File: src/rtl/mul_pkg.sv
`default_nettype none
// ============================================================================
// Module   : mul_pkg
// Brief    : Shared types and defaults for the multiplier-sharing arbiter.
// Revision : 1.0 - initial release
// ============================================================================
package mul_pkg;

    localparam int DEF_WIDTH   = 4;
    localparam int DEF_TIMEOUT = 31;

    typedef enum logic [1:0] {
        IDLE  = 2'd0,
        ISSUE = 2'd1,
        WAIT  = 2'd2,
        RESP  = 2'd3
    } state_t;

endpackage
`default_nettype wire

File: src/rtl/rr_pick.sv
`default_nettype none
// ============================================================================
// Module   : rr_pick
// Brief    : Combinational round-robin pick, searching from ptr+1 upward with wrap.
// Revision : 1.0 - initial release
// ============================================================================
module rr_pick #(
    parameter int NREQ = 4,
    parameter int IDW  = $clog2(NREQ)
) (
    input  logic [NREQ-1:0] req_i,
    input  logic [IDW-1:0]  ptr_i,
    output logic [NREQ-1:0] grant_o,
    output logic [IDW-1:0]  idx_o,
    output logic            any_o
);

    always_comb begin
        grant_o = '0;
        idx_o   = '0;
        any_o   = 1'b0;
        // i = NREQ lands back on ptr itself, so it has lowest priority
        for (int i = 1; i <= NREQ; i++) begin
            if (!any_o && req_i[(int'(ptr_i) + i) % NREQ]) begin
                any_o                               = 1'b1;
                grant_o[(int'(ptr_i) + i) % NREQ]   = 1'b1;
                idx_o                               = IDW'((int'(ptr_i) + i) % NREQ);
            end
        end
    end

endmodule
`default_nettype wire

File: src/rtl/mul_share_arbiter.sv
`default_nettype none
// ============================================================================
// Module   : mul_share_arbiter
// Brief    : Round-robin sharing of one sequential multiplier with watchdog.
// Revision : 1.0 - initial release
// ============================================================================
module mul_share_arbiter
    import mul_pkg::*;
#(
    parameter int NREQ    = 4,
    parameter int WIDTH   = DEF_WIDTH,
    parameter int TIMEOUT = DEF_TIMEOUT
) (
    input  logic                    clk_i,
    input  logic                    reset_ni,
    input  logic [NREQ-1:0]         req_valid_i,
    input  logic [NREQ*WIDTH-1:0]   req_a_i,
    input  logic [NREQ*WIDTH-1:0]   req_b_i,
    output logic [NREQ-1:0]         req_ready_o,
    output logic                    mul_enable_o,
    output logic [WIDTH-1:0]        mul_a_o,
    output logic [WIDTH-1:0]        mul_b_o,
    input  logic                    mul_done_i,
    input  logic [2*WIDTH-1:0]      mul_product_i,
    output logic                    rsp_valid_o,
    output logic [$clog2(NREQ)-1:0] rsp_id_o,
    output logic [2*WIDTH-1:0]      rsp_product_o,
    output logic                    rsp_error_o,
    input  logic                    rsp_ready_i
);

    localparam int             IDW       = $clog2(NREQ);
    localparam int             TW        = $clog2(TIMEOUT + 1);
    localparam logic [TW-1:0]  c_TIMEOUT = TW'(TIMEOUT);

    state_t               r_state;
    logic [IDW-1:0]       r_ptr;
    logic [IDW-1:0]       r_id;
    logic [WIDTH-1:0]     r_a;
    logic [WIDTH-1:0]     r_b;
    logic                 r_mul_enable;
    logic [TW-1:0]        r_timer;
    logic                 r_rsp_valid;
    logic [2*WIDTH-1:0]   r_rsp_product;
    logic                 r_rsp_error;

    logic [NREQ-1:0]      w_grant;
    logic [IDW-1:0]       w_idx;
    logic                 w_any;
    logic [WIDTH-1:0]     w_a;
    logic [WIDTH-1:0]     w_b;

    rr_pick #(
        .NREQ (NREQ),
        .IDW  (IDW)
    ) u_rr_pick (
        .req_i   (req_valid_i),
        .ptr_i   (r_ptr),
        .grant_o (w_grant),
        .idx_o   (w_idx),
        .any_o   (w_any)
    );

    assign w_a = req_a_i[int'(w_idx)*WIDTH +: WIDTH];
    assign w_b = req_b_i[int'(w_idx)*WIDTH +: WIDTH];

    // Gated by reset_ni so every output reads 0 while reset is held
    assign req_ready_o   = (r_state == IDLE && reset_ni) ? w_grant : '0;
    assign mul_enable_o  = r_mul_enable;
    assign mul_a_o       = r_a;
    assign mul_b_o       = r_b;
    assign rsp_valid_o   = r_rsp_valid;
    assign rsp_id_o      = r_id;
    assign rsp_product_o = r_rsp_product;
    assign rsp_error_o   = r_rsp_error;

    always_ff @(posedge clk_i or negedge reset_ni) begin
        if (!reset_ni) begin
            r_state       <= IDLE;
            r_ptr         <= IDW'(NREQ - 1);
            r_id          <= '0;
            r_a           <= '0;
            r_b           <= '0;
            r_mul_enable  <= 1'b0;
            r_timer       <= '0;
            r_rsp_valid   <= 1'b0;
            r_rsp_product <= '0;
            r_rsp_error   <= 1'b0;
        end else begin
            r_mul_enable <= 1'b0;
            case (r_state)
                IDLE: begin
                    if (w_any) begin
                        r_a          <= w_a;
                        r_b          <= w_b;
                        r_id         <= w_idx;
                        r_mul_enable <= 1'b1;
                        r_state      <= ISSUE;
                    end
                end
                ISSUE: begin
                    r_timer <= '0;
                    r_state <= WAIT;
                end
                WAIT: begin
                    if (r_timer != c_TIMEOUT) begin
                        r_timer <= r_timer + 1'b1;
                    end
                    // Completion takes precedence over a coincident expiry
                    if (mul_done_i) begin
                        r_rsp_product <= mul_product_i;
                        r_rsp_error   <= 1'b0;
                        r_rsp_valid   <= 1'b1;
                        r_state       <= RESP;
                    end else if (r_timer == c_TIMEOUT) begin
                        r_rsp_product <= '0;
                        r_rsp_error   <= 1'b1;
                        r_rsp_valid   <= 1'b1;
                        r_state       <= RESP;
                    end
                end
                RESP: begin
                    if (rsp_ready_i) begin
                        r_rsp_valid <= 1'b0;
                        r_ptr       <= r_id;
                        r_state     <= IDLE;
                    end
                end
                default: r_state <= IDLE;
            endcase
        end
    end

endmodule
`default_nettype wire
File: config.mk
export PLATFORM = sky130hd
export DESIGN_NAME = mul_share_arbiter
export DESIGN_NICKNAME = d
export VERILOG_FILES = /design/src/rtl/mul_pkg.sv /design/src/rtl/rr_pick.sv /design/src/rtl/mul_share_arbiter.sv
export SDC_FILE = /design/constraint.sdc
export NUM_CORES = 1
export LEC_CHECK = 0
export BUFFER_PORTS_ARGS = -buffer_cell sky130_fd_sc_hd__buf_2
export CAP_MARGIN = 15
export CELL_PAD_IN_SITES_DETAIL_PLACEMENT = 0
export CELL_PAD_IN_SITES_GLOBAL_PLACEMENT = 1
export CORE_MARGIN = 10
export CORE_UTILIZATION = 38
export DETAILED_ROUTE_END_ITERATION = 7
export PLACE_DENSITY_LB_ADDON = 0.3
export SLEW_MARGIN = 10
export SYNTH_ARGS = -nofsm -noshare
export SYNTH_HDL_FRONTEND = slang
export SYNTH_SLANG_ARGS = --single-unit
File: constraint.sdc
create_clock -name clk_i -period 3.4 [get_ports clk_i]
set_input_delay 0.34 -clock clk_i [delete_from_list [all_inputs] [get_ports clk_i]]
set_output_delay 0.34 -clock clk_i [all_outputs]
set_load 0.02 [all_outputs]
Word-level counts from Yosys, hierarchy flattened. Index checks and enable logic that the tools add are counted.

Register bits: 30. Bits of input ports: 48. Output and inout bits: 25. Word-level logic and storage cells: 115.

Add/sub/neg operators: 5. $lt $le $gt $ge: 8. Equal/unequal tests: 9. Shift-type cells: 2. Multiplexer cells: 49. Bitwise operators: 7. Reductions and logical operators: 25.

Operator list (number): $shiftx 16x5->4 (2); $mux 1 (22); $mux 4 (5); $lt 3x4->1 const B (4); $mux 2 (8); $mux 8 (2); $ge 3x1->1 const B (4); $or 4x4->4 (3); $pmux 5 s2 (1); $bmux 1 s2 (4); $demux 1 s2 (4); $logic_and 1x1->1 (8); $pmux 2 s4 (1); $reduce_and 2->1 (4); $reduce_or 2->1 (4); $reduce_and 3->1 (2); $reduce_bool 2->1 (3); $add 5x1->5 const B (1); $eq 5x5->1 const B (1); $mux 5 (1); $ne 5x5->1 const B (1); $add 2x1->2 const B (2); $add 2x2->2 const B (2); $and 1x1->1 const A (4); 8 further kinds (12).

Longest topological paths before layout.
Depth in word-level cells: 18. Mapped depth: 10. Mapped depth without buffers: 9.

Cells and area by module. A second synthesis with hierarchy kept.

Cell total of the unflattened synthesis: 222. Area, all modules: 2165.8 µm².

By module, submodules not included: mul_share_arbiter (times used 1, cells each 136, area each 1536.5 µm², seq. area each 753.2 µm²); rr_pick (times used 1, cells each 86, area each 629.4 µm², seq. area each 0.0 µm²).

Worst setup path before layout. Ideal clock, no wire load.

Path kind: register to output. From: register r_ptr[1]. To: output req_ready_o[0]. Data arrival time: 2.595 ns. Data required time: 3.060 ns. Setup slack: 0.465 ns. Cell stages (with the launch flop): 9. Path buffers: 1. Cell sequence: dfstp_2 buf_2 inv_1 ha_1 mux2i_1 mux2i_1 a211oi_1 nand2_1 a21oi_1.

Cells in the longest elaborated chain, start to end: 15. Elaborated cells between the ends (all ways): 61. Classes of those cells: 4 x add/sub; 8 x order compare; 28 x mux; 7 x bitwise; 14 x reduce/logical.

RTL lines: from (decl) (line mul_share_arbiter.sv:37) `logic [IDW-1:0] r_ptr;`; from (signal assigned) (line mul_share_arbiter.sv:80) `r_ptr <= IDW'(NREQ - 1);`; from (signal assigned) (line mul_share_arbiter.sv:125) `r_ptr <= r_id;`; $add 2x1->2 (line rr_pick.sv:24, rr_pick.sv:26); $reduce_or 2->1 (no line) / $bmux 1 s2 (equally long branches); $and 1x1->1 (no line) / $mux 1 (equally long branches); $lt 3x4->1 (not written as such) (tied with other cells) (line rr_pick.sv:26) `grant_o[(int'(ptr_i) + i) % NREQ] = 1'b1;`; $logic_and 1x1->1 (not written as such) / $mux 1 (equally long branches) (line rr_pick.sv:26, rr_pick.sv:24); $mux 1 (not written as such) / $logic_not 1->1 (equally long branches) (line rr_pick.sv:26, rr_pick.sv:24); $demux 1 s2 / $logic_and 1x1->1 (equally long branches); $mux 4 / $mux 1 (equally long branches) (line rr_pick.sv:24) `if (!any_o && req_i[(int'(ptr_i) + i) % NREQ]) begin`; $or 4x4->4 (no line) / $logic_not 1->1 (equally long branches); $mux 4 / $logic_and 1x1->1 (equally long branches) (line rr_pick.sv:24); $or 4x4->4 (no line) / $mux 1 (equally long branches); $mux 4 / $logic_not 1->1 (equally long branches) (line rr_pick.sv:24); $or 4x4->4 (no line) / $logic_and 1x1->1 (equally long branches); $mux 4 * (line rr_pick.sv:24); $mux 4 * (line mul_share_arbiter.sv:68) `assign req_ready_o = (r_state == IDLE && reset_ni) ? w_grant : '0;`; to (decl) (line mul_share_arbiter.sv:19) `output logic [NREQ-1:0] req_ready_o,`.

Every way passes the cells marked *; elsewhere a longest branch is shown, timed or not. The select of a mux whose other input is x is not followed.

Worst setup path in the final report.
From: register r_ptr[0]. To: output req_ready_o[3].

Same word-level chain as after synthesis.

==> flow_summary.toml <==
[setup_path]
r2r_cells = 8
endpoint_kind = "primary output"
critPathTopFamily = "flip-flops"
rr_startpoint = "r_ptr[0]"
critical_path.startpoint_type = "flip-flop"
endpoint = "req_ready_o[3]"
cpPeakStageDelay_ns = 0.63
cp.depth = 9
slowest_stage = "dfstp_2"
rr_endpoint = "mul_b_o[3]"
reg2reg_slack_ns = 0.46
cp_data_arrival_time_ns = 2.74
worstSetupPathType = "flip-flop to primary output"
crit_start = "r_ptr[0]"
path_cells = "inv_2, ha_1, mux2i_1, mux2i_2, buf_4, a221o_1, o21ai_0, a21oi_1, buf_2"
path_max_fanout = 10
cp.required_ns = 3.06
critPathBufInv = 3

[floorplan]
die_y_um = 98.2
fp.dieW_um = 98.2
core_area_sq_um = 5920
num_rows = 28
start_util_pct = 39.2
die_area_sq_um = 9640
ioPinCount = 73

[yosys]
yosys_most_used_dff = "dfrtp_1"
synth_top_area_cell = "dfrtp_1"
avgSynthCellArea_sq_um = 9.60
yosysWarnings = 0
synth.top_cell.area_share_pct = 30.2
async_reset_ff_share_pct = 100
synth_seq_cells = 30
synth_cell_type_count = 51
synth.area.top_cells = "dfrtp_1 (30%), ha_1 (8.1%), mux2_2 (5.8%)"
ys_seq_area_share_pct = 32.4
synth_fp_nets = 305
syn_inst = 242
synth_area_sq_um = 2320
synth_edf_count = 0

[routing]
ant_nets = 0
routedWlPerCell_um = 17.0
viasPerCell = 5.45
firstDrtPassIters = 4
dr_total_vias = 2129
drtIter0Drc = 98
drt-total-wl_um = 6660
route.detailed.drc = 0

[sta]
finClkSkew_ns = 0.00762
setup_ws_ns = 0.318
slew_viol_final = 0
fin_crit_ns = 3.08
setup_viol = 0
tns_ns = 0
period_share_pct = 90.7
tightest_slew_ns = 0.534
hold_violations = 0
slew_headroom_pct = 64.4
fmax_mhz = 324
grt_setup_unrepaired = "false"

[finish]
drive_gt1_share_pct = 38.9
final_nets = 378
diodes = 0
most-common-layout-cells = "buf_2 (72), dfrtp_1 (28), nor2_1 (20), nand2_1 (18), o21ai_0 (16)"
layout_commonest_cell = "buf_2"
syn_to_final_growth_pct = 24.0

[cts]
ctsHoldBuffers = 0
root_buffer = "clkbuf_8"
clockBufferDepth = 2
cts_tree = "yes"
clkTransAtPathRegs_ns = 0.07
clkSinkCount = 30
post_cts_buffers = 0
clock_latency_ns = 0.29
cts_resized = 0
htreeDepth = 2
cts_made_buffers = 5

[global_routing]
grt_max_degree = 31
antenna_found_initial = 0
grt-ovfl-total = 0
grt_pass1_vias = 2152
grtUsageTotal_pct = 13.1
grt_pass1_wl_um = 10700

[job]
drv_cap = 0

[pwr]
power.density_nw_per_um2 = 1020
leakage_nw = 1.36
vdd_drop_max_mv = 0.425

[placement]
port_buffers = 72
hpwl_um = 5180
globalplace.congestion = 0.830
pre_cts_ws_ns = 0.385

[hold_path]
hold_class = "primary input to async pin"

[outcome]
status = "finished, final reports clean"
worst reg2reg max path, cell delays in order (launching register included):
cell	delay [ns]
dfstp_2	0.63
inv_2	0.14
ha_1	0.40
mux2i_1	0.30
mux2i_2	0.20
a21oi_4	0.23
o22a_1	0.48
mux2i_1	0.19
a221oi_2	0.29
registers in the layout (all words and copies together) (netlist names):
register       cells
r_state            2
rsp_product_o      8
r_timer            5
mul_enable_o       1
r_ptr              2
mul_a_o            4
rsp_id_o           2
rsp_valid_o        1
mul_b_o            4
rsp_error_o        1
where the power goes:
group	internal (mW)	switching, mW
Combinational	0.813	1.12
Sequential	0.524	0.108
Clock	0.215	0.144
worst min path at each step:
stage / start / end / slack [ns] / depth (start not counted)
global placement: reset_ni / r_timer[3] / 0.45 / 2
detailed placement: reset_ni / rsp_id_o[0] / 0.44 / 2
finish: reset_ni / rsp_id_o[1] / 0.11 / 2
floorplan: reset_ni / mul_a_o[0] / 0.04 / 0
global route: reset_ni / rsp_id_o[1] / 0.14 / 2
CTS: reset_ni / r_timer[3] / 0.14 / 2
logic make-up (layout without fill, tap and decap cells):
logic type	Yosys count	count (layout)	synth area share, %
AO/OA/AOI/OAI	76	76	26.5
AND/OR/NAND/NOR	66	66	13.8
buffers and inverters	27	101	5.44
XOR/XNOR	1	1	0.377
multiplexers	27	27	13.4
adder cells (fa/ha/maj)	15	15	8.08
flip-flops	30	30	32.4
Yosys cell counts (7+ instances only):
cell / count
a21oi_1: 10
a221oi_2: 8
a22o_1: 11
clkbuf_1: 7
dfrtp_1: 28
ha_1: 15
inv_1: 10
mux2_2: 12
mux2i_1: 13
nand2_1: 18
nand2b_1: 8
nor2_1: 21
o21ai_0: 16
o221ai_1: 7
routing by layer:
| metal | share of wire [%] | global-route usage [%] | vias up |
|---|---|---|---|
| li1 | - | - | 1047 |
| met5 | 0 | 0 | - |
| met4 | 1.1 | 2.98 | 0 |
| met2 | 49 | 22.0 | 69 |
| met1 | 44 | 16.1 | 1006 |
| met3 | 6.3 | 4.02 | 7 |
through the flow:
| stage | instances | total power [mW] | cell area (sq um) | utilization (%) | hold WS (ns) |
|---|---|---|---|---|---|
| 6_report | 391 | 2.93 | 2880 | 48.6 | 0.115 |
| 5_1_grt | 391 | 3.16 | 2880 | 48.6 | 0.144 |
| 4_1_cts | 391 | 2.93 | 2870 | 48.5 | 0.135 |
| 3_5_place_dp | 383 | 2.56 | 2760 | 46.6 | 0.445 |
| 3_3_place_gp | 383 | 2.55 | 2760 | 46.6 | 0.453 |
| 2_1_floorplan | 242 | 2.07 | 2320 | - | 0.0444 |
final cells by class:
cell class                      count  area [sq um]
Clock buffer                        5          68.8
Clock inverter                      3          40.0
Fill cell                         571          3040
Inverter                           13          50.0
Multi-Input combinational cell    185          1450
Sequential cell                    30           753
Tap cell                           75          93.8
Timing Repair Buffer               80           420
No activity file was read; power rests on OpenSTA's default activity.
